`src/rtl/instruction_fetch_unit_pkg.sv`:
```
// Shared definitions for the fetch stage: FSM state encoding, default PC step and reset
// address, and the alignment-mask helper used on branch targets.
package instruction_fetch_unit_pkg;

    typedef enum logic [1:0] {
        IDLE    = 2'd0,
        REQUEST = 2'd1,
        HALTED  = 2'd2
    } fetchState_t;

    localparam int          DEFAULT_INSTR_BYTES = 4;
    localparam logic [31:0] DEFAULT_RESET_PC    = 32'h0;

    // Keeps every address bit above the instruction-size boundary.
    function automatic logic [63:0] alignMask(input int instrBytes);
        return ~(64'(instrBytes) - 64'd1);
    endfunction

endpackage

```
`src/rtl/instruction_fetch_unit_fetch_pc_reg.sv`:
```
// Program counter register with sequential/branch next-PC selection, target alignment
// and a one-entry slot that holds a PC update arriving while a fetch is in flight.
module fetch_pc_reg
    import instruction_fetch_unit_pkg::*;
#(
    parameter int                ADDR_W      = 32,
    parameter int                INSTR_BYTES = DEFAULT_INSTR_BYTES,
    parameter logic [ADDR_W-1:0] RESET_PC    = ADDR_W'(DEFAULT_RESET_PC)
) (
    input  logic              clk,
    input  logic              rst,
    input  logic              i_writeNow,
    input  logic              i_writeDefer,
    input  logic              i_applyPending,
    input  logic              i_clearPending,
    input  logic              i_branchTaken,
    input  logic [ADDR_W-1:0] i_branchTarget,
    output logic [ADDR_W-1:0] o_pc,
    output logic              o_updated,
    output logic              o_pending
);

    logic [ADDR_W-1:0] r_pc;
    logic              r_updated;
    logic              r_pendValid;
    logic              r_pendBranch;
    logic [ADDR_W-1:0] r_pendTarget;

    logic [ADDR_W-1:0] w_mask;
    logic [ADDR_W-1:0] w_seqPc;
    logic [ADDR_W-1:0] w_nowPc;
    logic [ADDR_W-1:0] w_pendPc;

    assign w_mask   = ADDR_W'(alignMask(INSTR_BYTES));
    assign w_seqPc  = r_pc + ADDR_W'(INSTR_BYTES);
    assign w_nowPc  = i_branchTaken ? (i_branchTarget & w_mask) : w_seqPc;
    assign w_pendPc = r_pendBranch ? (r_pendTarget & w_mask) : w_seqPc;

    // A direct write in IDLE is newer than anything pending, so it wins and drops the slot.
    always_ff @(posedge clk) begin
        if (rst) begin
            r_pc         <= RESET_PC;
            r_updated    <= 1'b0;
            r_pendValid  <= 1'b0;
            r_pendBranch <= 1'b0;
            r_pendTarget <= '0;
        end else begin
            r_updated <= 1'b0;
            if (i_clearPending) begin
                r_pendValid <= 1'b0;
            end else if (i_writeNow) begin
                r_pc        <= w_nowPc;
                r_updated   <= 1'b1;
                r_pendValid <= 1'b0;
            end else if (i_applyPending && r_pendValid) begin
                r_pc        <= w_pendPc;
                r_updated   <= 1'b1;
                r_pendValid <= 1'b0;
            end else if (i_writeDefer) begin
                r_pendValid  <= 1'b1;
                r_pendBranch <= i_branchTaken;
                r_pendTarget <= i_branchTarget;
            end
        end
    end

    assign o_pc      = r_pc;
    assign o_updated = r_updated;
    assign o_pending = r_pendValid;

endmodule

```
`src/rtl/instruction_fetch_unit.sv`:
```
// Fetch stage: runs the instruction-memory read handshake with a timeout, hands the word
// to decode, and forwards PC updates from ControlUnit to the PC register.
module instruction_fetch_unit
    import instruction_fetch_unit_pkg::*;
#(
    parameter int                ADDR_W         = 32,
    parameter int                DATA_W         = 32,
    parameter int                INSTR_BYTES    = DEFAULT_INSTR_BYTES,
    parameter logic [ADDR_W-1:0] RESET_PC       = ADDR_W'(DEFAULT_RESET_PC),
    parameter int                TIMEOUT_CYCLES = 16
) (
    input  logic              clk,
    input  logic              rst,
    input  logic              startInstructionFetch,
    input  logic              programCounterWrite,
    input  logic              branchTaken,
    input  logic [ADDR_W-1:0] branchTarget,
    input  logic              haltExecution,
    output logic              imemReq,
    output logic [ADDR_W-1:0] imemAddr,
    input  logic              imemReady,
    input  logic [DATA_W-1:0] imemData,
    output logic [DATA_W-1:0] instruction,
    output logic [ADDR_W-1:0] instructionPc,
    output logic              instructionFetched,
    output logic              programCounterUpdated,
    output logic [ADDR_W-1:0] pc,
    output logic              fetchError
);

    localparam int CNT_W = (TIMEOUT_CYCLES > 1) ? $clog2(TIMEOUT_CYCLES + 1) : 1;

    fetchState_t      r_state;
    logic [CNT_W-1:0] r_waitCount;

    logic w_writeNow;
    logic w_writeDefer;
    logic w_applyPending;
    logic w_clearPending;
    logic w_pending;
    logic w_pcBusy;
    logic w_timeout;

    // Halt outranks any PC update; a PC update in IDLE (new or pending) swallows a start.
    assign w_writeNow     = (r_state == IDLE) && programCounterWrite && !haltExecution;
    assign w_writeDefer   = (r_state == REQUEST) && programCounterWrite && !haltExecution;
    assign w_applyPending = (r_state == IDLE) && !haltExecution;
    assign w_clearPending = haltExecution || (r_state == HALTED);
    assign w_pcBusy       = w_writeNow || ((r_state == IDLE) && w_pending);
    assign w_timeout      = (TIMEOUT_CYCLES != 0) &&
                            (r_waitCount == CNT_W'(TIMEOUT_CYCLES - 1));

    fetch_pc_reg #(
        .ADDR_W      (ADDR_W),
        .INSTR_BYTES (INSTR_BYTES),
        .RESET_PC    (RESET_PC)
    ) u_pcReg (
        .clk            (clk),
        .rst            (rst),
        .i_writeNow     (w_writeNow),
        .i_writeDefer   (w_writeDefer),
        .i_applyPending (w_applyPending),
        .i_clearPending (w_clearPending),
        .i_branchTaken  (branchTaken),
        .i_branchTarget (branchTarget),
        .o_pc           (pc),
        .o_updated      (programCounterUpdated),
        .o_pending      (w_pending)
    );

    assign imemAddr = pc;

    always_ff @(posedge clk) begin
        if (rst) begin
            r_state            <= IDLE;
            r_waitCount        <= '0;
            imemReq            <= 1'b0;
            instruction        <= '0;
            instructionPc      <= '0;
            instructionFetched <= 1'b0;
            fetchError         <= 1'b0;
        end else begin
            instructionFetched <= 1'b0;
            if (haltExecution || (r_state == HALTED)) begin
                r_state <= HALTED;
                imemReq <= 1'b0;
            end else begin
                case (r_state)
                    IDLE: begin
                        if (startInstructionFetch && !w_pcBusy) begin
                            r_state     <= REQUEST;
                            imemReq     <= 1'b1;
                            r_waitCount <= '0;
                        end
                    end
                    REQUEST: begin
                        if (imemReady) begin
                            instruction        <= imemData;
                            instructionPc      <= pc;
                            instructionFetched <= 1'b1;
                            imemReq            <= 1'b0;
                            r_state            <= IDLE;
                        end else if (w_timeout) begin
                            fetchError <= 1'b1;
                            imemReq    <= 1'b0;
                            r_state    <= IDLE;
                        end else begin
                            r_waitCount <= r_waitCount + 1'b1;
                        end
                    end
                    default: begin
                        r_state <= HALTED;
                        imemReq <= 1'b0;
                    end
                endcase
            end
        end
    end

endmodule

```
`config.mk`:
```
export PLATFORM = sky130hd
export DESIGN_NAME = instruction_fetch_unit
export DESIGN_NICKNAME = d
export VERILOG_FILES = /design/src/rtl/instruction_fetch_unit_pkg.sv /design/src/rtl/instruction_fetch_unit_fetch_pc_reg.sv /design/src/rtl/instruction_fetch_unit.sv
export SDC_FILE = /design/constraint.sdc
export NUM_CORES = 1
export LEC_CHECK = 0
export ABC_AREA = 1
export CORE_MARGIN = 5
export CORE_UTILIZATION = 44
export CTS_CLUSTER_SIZE = 12
export DETAILED_ROUTE_END_ITERATION = 10
export GPL_TIMING_DRIVEN = 0
export HOLD_SLACK_MARGIN = 0.1
export PLACE_DENSITY = 0.84
export SYNTH_ARGS = -nofsm -noshare
export SYNTH_HDL_FRONTEND = slang
export SYNTH_HIERARCHICAL = 1
export SYNTH_SLANG_ARGS = --single-unit
export TNS_END_PERCENT = 10
```
`constraint.sdc`:
```
create_clock -name clk -period 1.9 [get_ports clk]
set_clock_uncertainty 0.2 [all_clocks]
set_input_delay 0.38 -clock clk [delete_from_list [all_inputs] [get_ports clk]]
set_output_delay 0.38 -clock clk [all_outputs]
set_load 0.05 [all_outputs]
```
==> parameters.txt <==
Parameter                              Value

STA
  Count of final hold-check violations ... 0
  Slew headroom ... a little over three fifths
  Pin slew with the least headroom to its limit ... about 550 ps
  Post-Route Hold Slack ... roughly 220 ps
  Final WS setup ... -36.95 ps
  Total of endpoints with negative setup slack in the final report ... 10
  Highest clock frequency the design can meet ... slightly above 500 MHz
  Pins over their slew limit ... 0
  Shortest period the worst path allows ... roughly 1900 ps
  Setup repair after global routing missed its margin ... true
  Post-route fraction of the period consumed by the critical path ... 101.9%

Worst setup path
  Library cell contributing the largest single delay on the critical path ... dfxtp_4
  CP endpoint kind ... flip-flop
  Required time worst endpoint ... a little over 2000 ps
  Crit path buf inv count ... 2
  Total stage count of the critical path ... 9
  Classification of the worst setup path ... flip-flop to flip-flop
  Worst-path fanout max ... 4
  Family with the most delay on the worst path ... simple AND/OR/NAND/NOR gates
  Startpoint of the worst setup timing path ... u_pcReg/o_pc[2]
  Worst setup endpoint ... u_pcReg/o_pc[11]
  R2R depth ... 9
  Data arrival time of the critical path ... about 2100 ps
  Critical R2R Launch ... u_pcReg/o_pc[2]
  Kind of launch point of the worst setup path ... flip-flop
  Most repeated library cell on the critical path ... nand3_1
  Series of cell instances along the critical path ... buf_4 -> nand3_1 -> nor2_2 -> nand2_2 -> xor2_1 -> o21ai_0 -> nand3_1 -> nand2_1 -> inv_1
  Setup slack, reg-to-reg ... -40 ps
  Longest individual stage delay on the worst path ... around 370 ps
  Endpoint of the worst register-to-register path ... u_pcReg/o_pc[11]

Synth
  Area fraction in and, or, nand and nor cells after synthesis ... approximately 33%
  Gate count after technology mapping ... 1,103
  Yosys warnings ... 6
  Syn_area_per_cell ... ~6.5 um2
  Post-synthesis mux area share ... 0%
  Parity-gate share of the synthesized area counting xor and xnor cells ... about 1.1%
  Dominant combinational cell family by area after synthesis ... simple AND/OR/NAND/NOR gates
  Synthesized area ... between 7000 and 8000 um2
  Number of synthesized register bits ... between 100 and 150
  Share of the yosys chip area belonging to registers ... between 30% and 40%
  Adder-cell area share of the yosys netlist ... less than 1%
  Yosys cell types ... 37
  Synth Area in Compound Gates ... between 10% and 20%

CTS
  Hold buffers post-CTS ... 0
  Clock Sink Count ... 137
  Master cell of the clock root buffer ... clkbuf_16
  Skew-Pair Late Insertion Delay ... roughly 430 ps
  Clock tree from TritonCTS ... yes
  H-tree level count ... 4
  CTS clk-pin slew, worst paths ... 60 ps
  Inserted Clock Buffers ... 17
  Largest buffer count on any clock path ... 2

Floorplan
  Area inside the core boundary ... 15,940 um2
  Starting utilization of the core area ... 45.01%
  Die area ... between 15,000 and 20,000 um2
  Die outline height ... 137.7 um
  Top-level port count ... between 200 and 250
  Std-Cell Rows ... 46
  Die X ... around 140 um

Placed design
  Instance area after placement ... between 9000 and 10,000 um2
  Detailed placer's ending HPWL ... roughly 18 mm
  Number of port buffers ... ~200
  Cells after DPL ... ~1,500
  Final GP Congestion ... 0.9175
  DP Worst Slack ... -997.5 ps

Power and ir drop
  Switching power of the nets ... 2.160 mW
  Highest ir drop seen on vdd ... just under 0.7 mV
  Internal Power ... a little over 5 mW
  Switching share of power ... between 20% and 30%
  P_leak ... roughly 4.4 nW
  Power per unit of standard cell area ... 714.2 nW/um2
  Relative contribution of combinational cells to total power ... about 15%
  Total power after layout ... ~7.4 mW
  Share of power burned in registers ... about 41%
  Fraction of power consumed by the clock network ... between 40% and 50%

Hold path
  Min-delay worst type ... input pin to flip-flop

Routing
  Vias post-DR ... between 8,000 and 9,000
  Total DRC errors in the routed layout ... 0
  Average via count per standard cell ... 5.166
  Detailed router's first-iteration violation count ... 635
  Average wire length per cell after detail routing ... around 16 um
  Detailed-router iteration count before antenna repair ... 5
  Remaining antenna violation count after routing ... 0
  Detailed-route wire length ... 24.92 mm

Outcome
  Run status ... complete, but fails checks
  Violations in the final reports ... negative setup slack

Final layout
  Final design area excluding fillers ... about 10,000 um2
  Most common cell after layout, fill and taps aside ... nor2_1
  Diode count ... 0
  FILL cells ... 1,473
  Combined area of the multi-input logic cells ... between 3000 and 4000 um2
  Count of nets after finishing ... approximately 1,400
  Area growth from synthesis to layout ... 43.44%
  Footprint of the flip-flops and latches ... 2801 um2
  Share of final-layout standard cells stronger than drive strength 1 ... 21.43%
  Final standard cell count with taps included and fillers excluded ... roughly 1,600
  Leading cell types in the layout, fill and taps excluded ... nor2_1 (279), nand2_1 (162), dfxtp_1 (108), inv_1 (85), o21ai_0 (85)

GRT
  Largest net degree at the start of global routing ... 20
  First-pass GRT wire length ... between 30 and 40 mm
  Vias in the first global route ... around 7,400
  Aggregate global-route resource usage ... approximately a quarter
  Initial antenna violation count ... 0
  GRT overflow ... 0

Job
  Count of maximum capacitance violations ... 0
[worst min-delay path by stage]
| stage | start | endpoint | slack [ps] | cells past startpoint |
|---|---|---|---|---|
| 5_1_grt | haltExecution | r_state[1] | 220 | 3 |
| 2_1_floorplan | u_pcReg/r_pendTarget[20] | u_pcReg/r_pendTarget[20] | 230 | 2 |
| 6_report | haltExecution | r_state[1] | 220 | 3 |
| 4_1_cts | u_pcReg/r_pendTarget[19] | u_pcReg/r_pendTarget[19] | 250 | 2 |
| 3_5_place_dp | u_pcReg/r_pendTarget[19] | u_pcReg/r_pendTarget[19] | 250 | 2 |
| 3_3_place_gp | u_pcReg/r_pendTarget[28] | u_pcReg/r_pendTarget[28] | 240 | 2 |
[worst register-to-register path: cells and delay by family, from the launching register on]
family	cells	cell delay (ps)
and+or+nand+nor	5	750
DFF	1	370
buffers and inverters	2	160
xor gates and xnor gates	1	200
AOI/OAI and AO/OA	1	170
[flip-flops by register name, summed over array words and instances (netlist names)]
name / flops
instruction: 32
r_state: 2
r_waitCount: 5
u_pcReg/r_pendBranch: 1
u_pcReg/r_pendTarget: 30
imemReq: 1
instructionFetched: 1
u_pcReg/o_pc: 30
fetchError: 1
instructionPc: 32
u_pcReg/o_updated: 1
u_pcReg/o_pending: 1
[final cells by class]
cell class / instances / area share (%)
plain buffers: 88 / 6.236
clock buffers: 17 / 4.133
clock inverters: 15 / 1.507
inverters: 94 / 3.525
multi-input cells: 785 / 35.56
flip-flops and latches: 137 / 27.22
well taps: 216 / 2.626
repair buffers: 217 / 19.20
[timing repair]
| item | in CTS | in global routing |
|---|---|---|
| pin swaps | 8 | 15 |
| gates resized for setup | 331 | 123 |
| cloned | 2 | 1 |
| setup endpoints to repair | 223 | 126 |
| setup buffers | 7 | 12 |
[stage by stage]
stage	util, %	TNS, ps
after floorplan	-	-14.16
after global placement	59.18	-79000
after detailed placement	59.18	-87150
after CTS	63.49	-2525
after global routing	64.56	-2606
final	64.56	-180.5
[logic make-up (layout without fill, tap and decap cells)]
family | count (synthesis) | count (layout)
adder cells (fa/ha/maj) | 3 | 3
XOR/XNOR | 9 | 9
buffers and inverters | 183 | 431
AND/OR/NAND/NOR | 571 | 571
flip-flops | 137 | 137
AO/OA/AOI/OAI | 199 | 200
other | 1 | 2
[metal layers]
| metal | GRT usage (%) | up-vias | share of wire [%] |
|---|---|---|---|
| li1 | - | 3973 | - |
| met3 | 5.478 | 60 | 8.2 |
| met5 | 0 | - | 0 |
| met2 | 43.84 | 378 | 48 |
| met4 | 10.48 | 0 | 3.0 |
| met1 | 30.14 | 3695 | 40 |
[cells in the mapped netlist, drive strengths merged]
library cell / count / area share (%)
inv: 93 / 4.9
a21oi: 34 / 2.5
nand4: 4 / 0.35
a31oi: 1 / 0.087
nor4: 1 / 0.087
nor3: 1 / 0.070
xor2: 9 / 1.1
nor2: 303 / 17
clkinv: 1 / 0.052
o21ai: 156 / 11
clkbuf: 29 / 1.5
or2: 2 / 0.17
nand2: 174 / 9.3
dfxtp: 137 / 38
o221ai: 1 / 0.12
nor3b: 1 / 0.10
nand3b: 1 / 0.10
nand3: 83 / 6.0
ha: 3 / 0.52
o211ai: 3 / 0.31
buf: 60 / 6.5
o22ai: 4 / 0.35
and2: 1 / 0.087
conb: 1 / 0.052
[power groups by stage]
stage	registers (mW)	logic (mW)	clock network, mW
after detailed placement	3.07	1.03	0
after floorplan	3.18	0.500	0
after global routing	3.01	1.16	3.44
after CTS	3.01	1.04	3.28
final	3.01	1.09	3.26
after global placement	3.07	1.02	0
(Power assumes the default switching activity.)
